===== config.mk =====
export PLATFORM = sky130hd
export DESIGN_NAME = smaesh_key_streamer_flat
export DESIGN_NICKNAME = d
export VERILOG_FILES = /design/src/rtl/smaesh_key_stream_pkg.sv /design/src/rtl/smaesh_key_streamer_if.sv /design/src/rtl/smaesh_key_stream_counter.sv /design/src/rtl/smaesh_key_streamer.sv /design/src/flat_wrapper.sv
export SDC_FILE = /design/constraint.sdc
export NUM_CORES = 1
export LEC_CHECK = 0
export BUFFER_PORTS_ARGS = -buffer_cell sky130_fd_sc_hd__buf_4
export CAP_MARGIN = 20
export CORE_MARGIN = 2
export CORE_UTILIZATION = 30
export DETAILED_ROUTE_END_ITERATION = 10
export PLACE_DENSITY = 0.56
export SYNTH_ARGS = -nofsm -noshare
export SYNTH_HDL_FRONTEND = slang
export SYNTH_SLANG_ARGS = --single-unit

===== constraint.sdc =====
create_clock -name clk -period 4.2 [get_ports clk]
set_input_delay 0.42 -clock clk [delete_from_list [all_inputs] [get_ports clk]]
set_output_delay 0.42 -clock clk [all_outputs]
set_load 0.03 [all_outputs]

===== src/rtl/smaesh_key_stream_pkg.sv =====
// Shared types and constants for the SMAesH key streamer.
// Key-size encoding matches the smaesh_config KSIZE_* values.
package smaesh_key_stream_pkg;

    localparam int KEY_BITS  = 256;
    localparam int WORD_BITS = 32;

    localparam logic [1:0] KSIZE_128 = 2'b00;
    localparam logic [1:0] KSIZE_192 = 2'b01;
    localparam logic [1:0] KSIZE_256 = 2'b10;

    localparam logic [3:0] WORDS_128 = 4'd4;
    localparam logic [3:0] WORDS_192 = 4'd6;
    localparam logic [3:0] WORDS_256 = 4'd8;

    typedef enum logic [2:0] {
        IDLE        = 3'd0,
        WAIT_HOLDER = 3'd1,
        START       = 3'd2,
        STREAM      = 3'd3,
        DONE        = 3'd4
    } state_e;

    // Unknown encodings fall back to the 128-bit word count.
    function automatic logic [3:0] words_per_share(input logic [1:0] ksize);
        case (ksize)
            KSIZE_192: return WORDS_192;
            KSIZE_256: return WORDS_256;
            default:   return WORDS_128;
        endcase
    endfunction

endpackage


===== src/rtl/smaesh_key_streamer_if.sv =====
// Bus bundles around the key streamer.
// smaesh_key_req_if   : host -> streamer load request (master = host).
// smaesh_key_holder_if: streamer -> key holder fetch bus (master = streamer).
// Handshake rule on both buses: a beat transfers on a rising clock edge where
// valid and ready are both high; the source keeps valid and payload stable
// until that edge and never withdraws valid without a transfer.
interface smaesh_key_req_if #(parameter int D = 2);
    logic [D*256-1:0] req_key_shares;
    logic [1:0]       req_key_size;
    logic             req_mode_inverse;
    logic             req_valid;
    logic             req_ready;
    logic             abort;

    modport master (output req_key_shares, req_key_size, req_mode_inverse,
                    req_valid, abort, input req_ready);
    modport slave  (input req_key_shares, req_key_size, req_mode_inverse,
                    req_valid, abort, output req_ready);
endinterface

interface smaesh_key_holder_if;
    logic        holder_busy;
    logic        start_fetch_procedure;
    logic [1:0]  key_size_cfg;
    logic        mode_inverse;
    logic [31:0] data_out;
    logic        data_out_valid;
    logic        data_out_ready;
    logic        done;

    modport master (output start_fetch_procedure, key_size_cfg, mode_inverse,
                    data_out, data_out_valid, done,
                    input holder_busy, data_out_ready);
    modport slave  (input start_fetch_procedure, key_size_cfg, mode_inverse,
                    data_out, data_out_valid, done,
                    output holder_busy, data_out_ready);
endinterface


===== src/rtl/smaesh_key_stream_counter.sv =====
// Share/word position counter for the key streamer. word_idx runs 0..bound
// and then wraps, advancing share_idx; share_idx wraps at D-1 so it never
// leaves the valid share range.
module smaesh_key_stream_counter #(
    parameter  int D  = 2,
    localparam int SW = (D > 1) ? $clog2(D) : 1
) (
    input  logic          clk,
    input  logic          rst_n,
    input  logic          clr_i,
    input  logic          inc_i,
    input  logic [2:0]    bound_i,
    output logic [SW-1:0] share_idx_o,
    output logic [2:0]    word_idx_o,
    output logic          last_o
);

    logic [SW-1:0] share_q, share_d;
    logic [2:0]    word_q, word_d;

    // Next position: clear wins over increment.
    always_comb begin
        share_d = share_q;
        word_d  = word_q;
        if (clr_i) begin
            share_d = '0;
            word_d  = '0;
        end else if (inc_i) begin
            if (word_q == bound_i) begin
                word_d  = '0;
                share_d = (share_q == SW'(D - 1)) ? '0 : share_q + SW'(1);
            end else begin
                word_d = word_q + 3'd1;
            end
        end
    end

    // Position registers.
    always_ff @(posedge clk or negedge rst_n) begin
        if (!rst_n) begin
            share_q <= '0;
            word_q  <= '0;
        end else begin
            share_q <= share_d;
            word_q  <= word_d;
        end
    end

    assign share_idx_o = share_q;
    assign word_idx_o  = word_q;
    assign last_o      = (share_q == SW'(D - 1)) && (word_q == bound_i);

endmodule


===== src/rtl/smaesh_key_streamer.sv =====
// Key streamer: captures a d-share key and streams it word by word to the
// SMAesH key holder after a start_fetch_procedure pulse.
// Optional feature macro: KEY_STREAM_ZEROIZE_EN (wipes the key register after
// DONE/abort and forces data_out to 0 while not valid).
module smaesh_key_streamer
    import smaesh_key_stream_pkg::*;
#(
    parameter int D = 2
) (
    input  logic                  clk,
    input  logic                  rst_n,
    smaesh_key_req_if.slave       req,
    smaesh_key_holder_if.master   hold,
    output state_e                dbg_state_o
);

    localparam int SW = (D > 1) ? $clog2(D) : 1;

    state_e                  state_q;
    logic                    req_ready_q;
    logic                    start_q;
    logic                    valid_q;
    logic                    done_q;
    logic [D*KEY_BITS-1:0]   key_q;
    logic [1:0]              ksize_q;
    logic                    mode_q;

    logic                    req_fire;
    logic                    xfer;
    logic                    abort_act;
    logic                    cnt_clr;
    logic                    cnt_inc;
    logic                    cnt_last;
    logic [2:0]              bound;
    logic [SW-1:0]           share_idx;
    logic [2:0]              word_idx;
    logic [WORD_BITS-1:0]    key_word;

    assign req_fire  = req.req_valid & req_ready_q;
    assign xfer      = valid_q & hold.data_out_ready;
    assign abort_act = req.abort & (state_q != IDLE);
    assign bound     = 3'(words_per_share(ksize_q) - 4'd1);

    // Aborted words do not count as sent; restart position on every new load.
    assign cnt_clr = req_fire | abort_act | (state_q == DONE);
    assign cnt_inc = xfer & ~abort_act;

    smaesh_key_stream_counter #(.D(D)) u_cnt (
        .clk         (clk),
        .rst_n       (rst_n),
        .clr_i       (cnt_clr),
        .inc_i       (cnt_inc),
        .bound_i     (bound),
        .share_idx_o (share_idx),
        .word_idx_o  (word_idx),
        .last_o      (cnt_last)
    );

    // Control FSM with registered handshake/strobe outputs.
    always_ff @(posedge clk or negedge rst_n) begin
        if (!rst_n) begin
            state_q     <= IDLE;
            req_ready_q <= 1'b0;
            start_q     <= 1'b0;
            valid_q     <= 1'b0;
            done_q      <= 1'b0;
        end else if (abort_act) begin
            state_q     <= IDLE;
            req_ready_q <= 1'b1;
            start_q     <= 1'b0;
            valid_q     <= 1'b0;
            done_q      <= 1'b0;
        end else begin
            case (state_q)
                IDLE: begin
                    req_ready_q <= 1'b1;
                    if (req_fire) begin
                        req_ready_q <= 1'b0;
                        state_q     <= WAIT_HOLDER;
                    end
                end
                WAIT_HOLDER: begin
                    if (!hold.holder_busy) begin
                        start_q <= 1'b1;
                        state_q <= START;
                    end
                end
                START: begin
                    start_q <= 1'b0;
                    valid_q <= 1'b1;
                    state_q <= STREAM;
                end
                STREAM: begin
                    if (xfer && cnt_last) begin
                        valid_q <= 1'b0;
                        done_q  <= 1'b1;
                        state_q <= DONE;
                    end
                end
                DONE: begin
                    done_q      <= 1'b0;
                    req_ready_q <= 1'b1;
                    state_q     <= IDLE;
                end
                default: begin
                    state_q     <= IDLE;
                    req_ready_q <= 1'b0;
                    start_q     <= 1'b0;
                    valid_q     <= 1'b0;
                    done_q      <= 1'b0;
                end
            endcase
        end
    end

    // Key/config capture on a load handshake (optionally wiped after use).
    always_ff @(posedge clk or negedge rst_n) begin
        if (!rst_n) begin
            key_q   <= '0;
            ksize_q <= 2'b00;
            mode_q  <= 1'b0;
        end else if (req_fire) begin
            key_q   <= req.req_key_shares;
            ksize_q <= req.req_key_size;
            mode_q  <= req.req_mode_inverse;
`ifdef KEY_STREAM_ZEROIZE_EN
        end else if ((state_q == DONE) || abort_act) begin
            key_q <= '0;
`endif
        end
    end

    // Word w of share s sits at bit offset 256*s + 32*w.
    assign key_word = key_q[{share_idx, word_idx, 5'b00000} +: WORD_BITS];

`ifdef KEY_STREAM_ZEROIZE_EN
    assign hold.data_out = valid_q ? key_word : '0;
`else
    assign hold.data_out = key_word;
`endif

    assign req.req_ready              = req_ready_q;
    assign hold.start_fetch_procedure = start_q;
    assign hold.data_out_valid        = valid_q;
    assign hold.done                  = done_q;
    assign hold.key_size_cfg          = ksize_q;
    assign hold.mode_inverse          = mode_q;
    assign dbg_state_o                = state_q;

endmodule


===== src/flat_wrapper.sv =====
// flat-port wrapper written by rule: the top's interface ports become plain ports
module smaesh_key_streamer_flat import smaesh_key_stream_pkg::*;
#(
    parameter int D = 2
)
  (clk, rst_n, dbg_state_o, req_req_key_shares, req_req_key_size, req_req_mode_inverse, req_req_valid, req_abort, req_req_ready, hold_start_fetch_procedure, hold_key_size_cfg, hold_mode_inverse, hold_data_out, hold_data_out_valid, hold_done, hold_holder_busy, hold_data_out_ready);
  smaesh_key_req_if #(.D(D)) req_i ();
  smaesh_key_holder_if hold_i ();
  input  logic clk;
  input  logic rst_n;
  output state_e dbg_state_o;
  input wire logic [$bits(req_i.req_key_shares)-1:0] req_req_key_shares;
  input wire logic [$bits(req_i.req_key_size)-1:0] req_req_key_size;
  input wire logic [$bits(req_i.req_mode_inverse)-1:0] req_req_mode_inverse;
  input wire logic [$bits(req_i.req_valid)-1:0] req_req_valid;
  input wire logic [$bits(req_i.abort)-1:0] req_abort;
  output wire logic [$bits(req_i.req_ready)-1:0] req_req_ready;
  output wire logic [$bits(hold_i.start_fetch_procedure)-1:0] hold_start_fetch_procedure;
  output wire logic [$bits(hold_i.key_size_cfg)-1:0] hold_key_size_cfg;
  output wire logic [$bits(hold_i.mode_inverse)-1:0] hold_mode_inverse;
  output wire logic [$bits(hold_i.data_out)-1:0] hold_data_out;
  output wire logic [$bits(hold_i.data_out_valid)-1:0] hold_data_out_valid;
  output wire logic [$bits(hold_i.done)-1:0] hold_done;
  input wire logic [$bits(hold_i.holder_busy)-1:0] hold_holder_busy;
  input wire logic [$bits(hold_i.data_out_ready)-1:0] hold_data_out_ready;
  assign req_i.req_key_shares = req_req_key_shares;
  assign req_i.req_key_size = req_req_key_size;
  assign req_i.req_mode_inverse = req_req_mode_inverse;
  assign req_i.req_valid = req_req_valid;
  assign req_i.abort = req_abort;
  assign req_req_ready = req_i.req_ready;
  assign hold_start_fetch_procedure = hold_i.start_fetch_procedure;
  assign hold_key_size_cfg = hold_i.key_size_cfg;
  assign hold_mode_inverse = hold_i.mode_inverse;
  assign hold_data_out = hold_i.data_out;
  assign hold_data_out_valid = hold_i.data_out_valid;
  assign hold_done = hold_i.done;
  assign hold_i.holder_busy = hold_holder_busy;
  assign hold_i.data_out_ready = hold_data_out_ready;
  smaesh_key_streamer #(.D(D)) u_core (.clk(clk), .rst_n(rst_n), .req(req_i), .hold(hold_i), .dbg_state_o(dbg_state_o));
endmodule

After elaboration in Yosys (flattened, before gate mapping)
Cells that the tools add are included.
Word-level totals
  register bits: 526
  bits in latches: 0
  RAM bits: 0
  memory bits (read-only): 0
  input bits: 521
  word-level logic and storage cells: 75
  memories: 0
Operators by class
  $add $sub $neg: 3
  $mul: 0
  divide/modulo/power cells: 0
  magnitude comparators: 0
  eq/ne operators: 14
  shift-type cells: 1
  multiplexer cells: 25
  bitwise operators: 7
  reduce and logical (&&, ||, !) cells: 15
Operators by type and width (number)
  $shiftx 512x10->32: 1
  $mux 3: 7
  $mux 1: 12
  $pmux 3 s4: 1
  $reduce_or 3->1: 4
  $ne 2x1->1 const B: 4
  $reduce_and 2->1: 4
  $eq 3x2->1 const B: 2
  $ne 3x1->1 const B: 2
  $pmux 1 s3: 2
  $pmux 3 s2: 1
  $and 1x1->1: 4
  $pmux 1 s2: 2
  $reduce_bool 2->1: 2
  $add 3x1->3 const B: 1
  $eq 3x1->1 const B: 1
  $eq 3x3->1: 1
  $eq 3x3->1 const B: 1
  $logic_not 3->1: 1
  $ne 3x2->1 const B: 1
  $reduce_and 3->1: 1
  $reduce_bool 3->1: 1
  $sub 3x1->3 const B: 1
  $eq 2x1->1 const B: 1
  other kinds (5): 7

Logic depth before layout (Yosys ltp)
  depth in word-level cells: 9
  gate-level depth with buffers: 7
  gate-level depth less buffers: 6

Cells and area by module
A second synthesis with hierarchy kept.
Second synthesis, totals
  cell total of the unflattened synthesis: 1434
  area, all modules: 23352.4 um^2
Modules (own cells, without submodules)
  smaesh_key_streamer: instances 1, cells each 1409, area each 23090.9 um^2, sequential area each 13062.5 um^2
  smaesh_key_stream_counter: instances 1, cells each 25, area each 261.5 um^2, sequential area each 100.1 um^2

Least setup slack after synthesis
Ideal clock, no wire load.
  kind: reg-to-output
  start: register u_core.u_cnt.word_q[0] (netlist: u_core.u_cnt.word_idx_o[0])
  end: output hold_data_out[0]
  data arrival time: 1697 ps
  data required time: 3780 ps
  setup slack: 2083 ps
  cell stages (with the launch flop): 6
  buffers on the path: 2
  path through: dfrtp_1 > clkbuf_1 > buf_2 > mux4_2 > a22oi_1 > nand2_1
On the way
  cells in the longest elaborated chain, start to end: 1
Ends and longest elaborated chain
  start: declaration: RTL line smaesh_key_stream_counter.sv:19  | logic [2:0] word_q, word_d;
  start signal: assignment: RTL line smaesh_key_stream_counter.sv:45  | word_q <= word_d;
  $shiftx 512x10->32: RTL line smaesh_key_streamer.sv:134  | assign key_word = key_q[{share_idx, word_idx, 5'b00000} +: WORD_BITS];
  end: declaration: RTL line flat_wrapper.sv:21  | output wire logic [$bits(hold_i.data_out)-1:0] hold_data_out;
Every way passes these cells.

Worst setup path in the final report
  start: register u_core.u_cnt.word_q[1] (netlist: u_core.u_cnt.word_idx_o[1])
  end: output hold_data_out[11]
Same word-level chain as after synthesis.

==> key figures <==
Timing
  • Sum of negative setup slack: 0 ps
  • Endpoints failing hold: 0
  • Max Clock Skew: 19.1 ps
  • Count of pins over their slew limit: 0
  • Slew headroom: 0.424
  • Final setup vio count: 0
  • RSZ-0062 raised after global routing: false
  • Tmin final: 3600 ps
  • Slew @ Worst Pin: 864 ps
  • Tcrit/Tclk final: 0.858
  • FMAX: 0.278 GHz

Clock network
  • Clock latency on the worst-skew pair: 620 ps
  • Clock sinks: 526
  • CTS tree: yes
  • Clock transition at path regs: 60 ps
  • Clk Tree Root Cell: clkbuf_16
  • Post CTS Setup Buffer Count: 0
  • Number of buffers created by CTS: 59
  • H-tree lvl count: 2
  • Clock Tree Buf Depth: 3

Route
  • DR WL/cell: 22.2 um
  • Initial DRC count: 1810
  • Vias per cell: 4.76
  • DRC viols: 0
  • Pre-antenna DRT Iters: 5
  • ANT nets after route: 0
  • Routed WL: 97.6 mm
  • Routed vias: 20900

Power and ir drop
  • LEAKAGE: 17.2 nW
  • Post-layout total power: 19.9 mW
  • Seq pwr share: 0.422
  • Comb power frac: 0.308
  • P per Cell Area: 589 nW/um^2
  • Cell-internal power: 12.7 mW
  • Clock Power Share: 0.270
  • Sw Ratio: 0.363
  • Psw: 7.23 mW
  • Peak supply drop: 0.374 mV

Cells and area
  • Layout area overhead: 43.6%
  • Sequential cell area: 13200 um^2
  • Footprint of the multi-input gates: 9670 um^2
  • Final nets: 3833
  • Final instance area: 33800 um^2
  • Fill cell count: 7655
  • Utilization after layout: 0.436
  • Layout cell share with drive strength beyond 1: 0.250

Floorplan
  • Num ports: 563
  • Core region area: 77600 um^2
  • Initial Util: 0.303
  • # rows: 102
  • Die X: 284 um
  • Die Ht: 284 um
  • Die area: 80700 um^2

Worst setup path
  • CP Launch Type: flip-flop
  • Crit path max fanout: 38
  • Crit. End Element: output port
  • Worst path required time: 3780 ps
  • Worst Path Arrival: 3180 ps
  • CP Class: reg -> out

Yosys
  • Mux cell area share after synthesis: 0.123
  • Syn_nets: 3042
  • Most used DFF post-synth: dfrtp_1
  • Post-Synth XOR/XNOR Area: 0.00149
  • Combinational family with the most area after synthesis: simple AND/OR/NAND/NOR gates
  • Number of synthesized flops with an enable pin: 0
  • Post-synthesis adder-cell area fraction: 0.00149
  • Synth unique cells: 32
  • Synth Cell Area: 23500 um^2
  • Async set-reset flop share out of synthesis: 1.00
  • Sequential area share after synthesis: 0.559
  • Synthesis Warnings: 0
  • Cell with the most instances after synthesis: nand2_1
  • Post-synthesis compound-gate area fraction: 0.0255
  • Average size of a mapped cell: 9.34 um^2
  • Area leader, netlist: dfrtp_1
  • Top-area cell type share of the netlist area: 0.559
  • Largest cells by area after synthesis: dfrtp_1, nand2_1, mux4_2
  • Top post-synthesis cells by count: nand2_1, dfrtp_1, mux4_2
  • Register bit count reported by yosys: 526
  • Post-Synth Simple-Gate Area: 0.259
  • Post-synthesis cell count: 2519

Status
  • Status: completed

Placed design
  • Port Buffers: 562
  • Detail Placement HPWL: 73.5 mm
  • Placed Area: 28900 um^2
  • Gpl congestion: 0.947

Global route
  • GRT Util Overall: 0.239
  • Initial antenna violation count: 6
  • Vias in the first global route: 21700
  • GRT overflow: 0
  • First-pass GRT wire length: 142 mm
  • Pin count of the biggest net entering global routing: 150

Hold path
  • Hold Path Class: in -> reg

Run
  • Max Cap Viol: 0
## state kept, by name (all words and copies together) (netlist names), 2 cells and up
signal,cells
u_core.dbg_state_o,3
u_core.hold.key_size_cfg,2
u_core.key_q,512
u_core.u_cnt.word_idx_o,3
## final cells by class
cell class	count	share of cell area
flip-flops and latches	526	0.390
clock inverters	28	0.00937
diodes	1	0.0000740
well taps	1040	0.0385
multi-input cells	1827	0.286
inverters	3	0.000333
repair buffers	893	0.225
clock buffers	81	0.0506
## power by group through the flow
stage	clock [mW]	combinational (mW)	sequential [mW]
finish	5.38	6.13	8.40
global placement	0	5.84	8.46
floorplan	0	3.76	7.67
detailed placement	0	5.93	8.39
CTS	5.48	6.19	8.34
global route	5.68	6.72	8.54
## final timing paths
check / startpoint / endpoint / slack (ps) / depth (start not counted)
worst min-delay path: req_req_key_shares[420] / u_core.key_q[420] / 20 / 3
worst max register to register: u_core.u_cnt.word_idx_o[1] / u_core.dbg_state_o[0] / 1950 / 5
worst min register to register: u_core.key_q[23] / u_core.key_q[23] / 470 / 2
min in group asynchronous: rst_n / u_core.hold.start_fetch_procedure / 410 / 2
worst max-delay path: u_core.u_cnt.word_idx_o[1] / hold_data_out[11] / 600 / 6
max in group asynchronous: rst_n / u_core.key_q[329] / 2610 / 4
## routing by layer
| metal | wire [um] | up-vias | GRT usage | share of wire |
|---|---|---|---|---|
| met3 | 6710 | 183 | 0.0472 | 0.069 |
| met5 | 49 | - | 0 | 0.00050 |
| met4 | 4470 | 8 | 0.103 | 0.046 |
| met1 | 40200 | 10300 | 0.312 | 0.41 |
| li1 | - | 9631 | - | - |
| met2 | 46200 | 781 | 0.386 | 0.47 |
## worst max-delay path: stages, from the launching register on
cell and delay (ps):
dfrtp_4 750, buf_12 310, buf_4 250, mux4_2 320, a22oi_1 430, nand2_1 220
buf_4 220
## repair_timing
item | CTS | global route
hold buffers | 290 | 0
gates resized for setup | 0 | 0
endpoints found under the hold margin | 378 | 0
## placed cells by master, fill, tap and decap left out, types with 2 or more instances in the layout
cell type,count
buf_4,588
mux4_2,128
dlygate4sd3_1,290
clkinvlp_4,3
nor3_1,5
nand3_1,4
bufinv_16,5
nor2_1,4
nand2_1,1582
dfrtp_4,2
clkbuf_16,60
a22oi_1,65
a21oi_1,4
inv_1,3
clkbuf_1,8
a31oi_1,2
o21ai_0,6
nor2b_4,2
clkinv_2,17
clkbuf_8,13
dfrtp_1,524
xor2_1,4
buf_12,14
ha_1,2
nor2b_1,3
## kinds of logic (layout without fill, tap and decap cells)
kind of cell	after synthesis	count (layout)
buffers and inverters	166	1005
AOI/OAI and AO/OA	83	83
and+or+nand+nor	1609	1609
muxes	128	128
other	0	1
xor gates and xnor gates	4	4
DFF	526	526
adders and majority gates	3	3
## stage by stage
stage	instances	setup slack, ps	hold slack (ps)
6_report	4399	598	17.4
3_3_place_gp	3999	1330	454
2_1_floorplan	2519	2080	124
4_1_cts	4398	603	0.131
3_5_place_dp	3999	1290	458
5_1_grt	4399	543	13.2
Note: power is estimated with default switching activity, not from simulation.
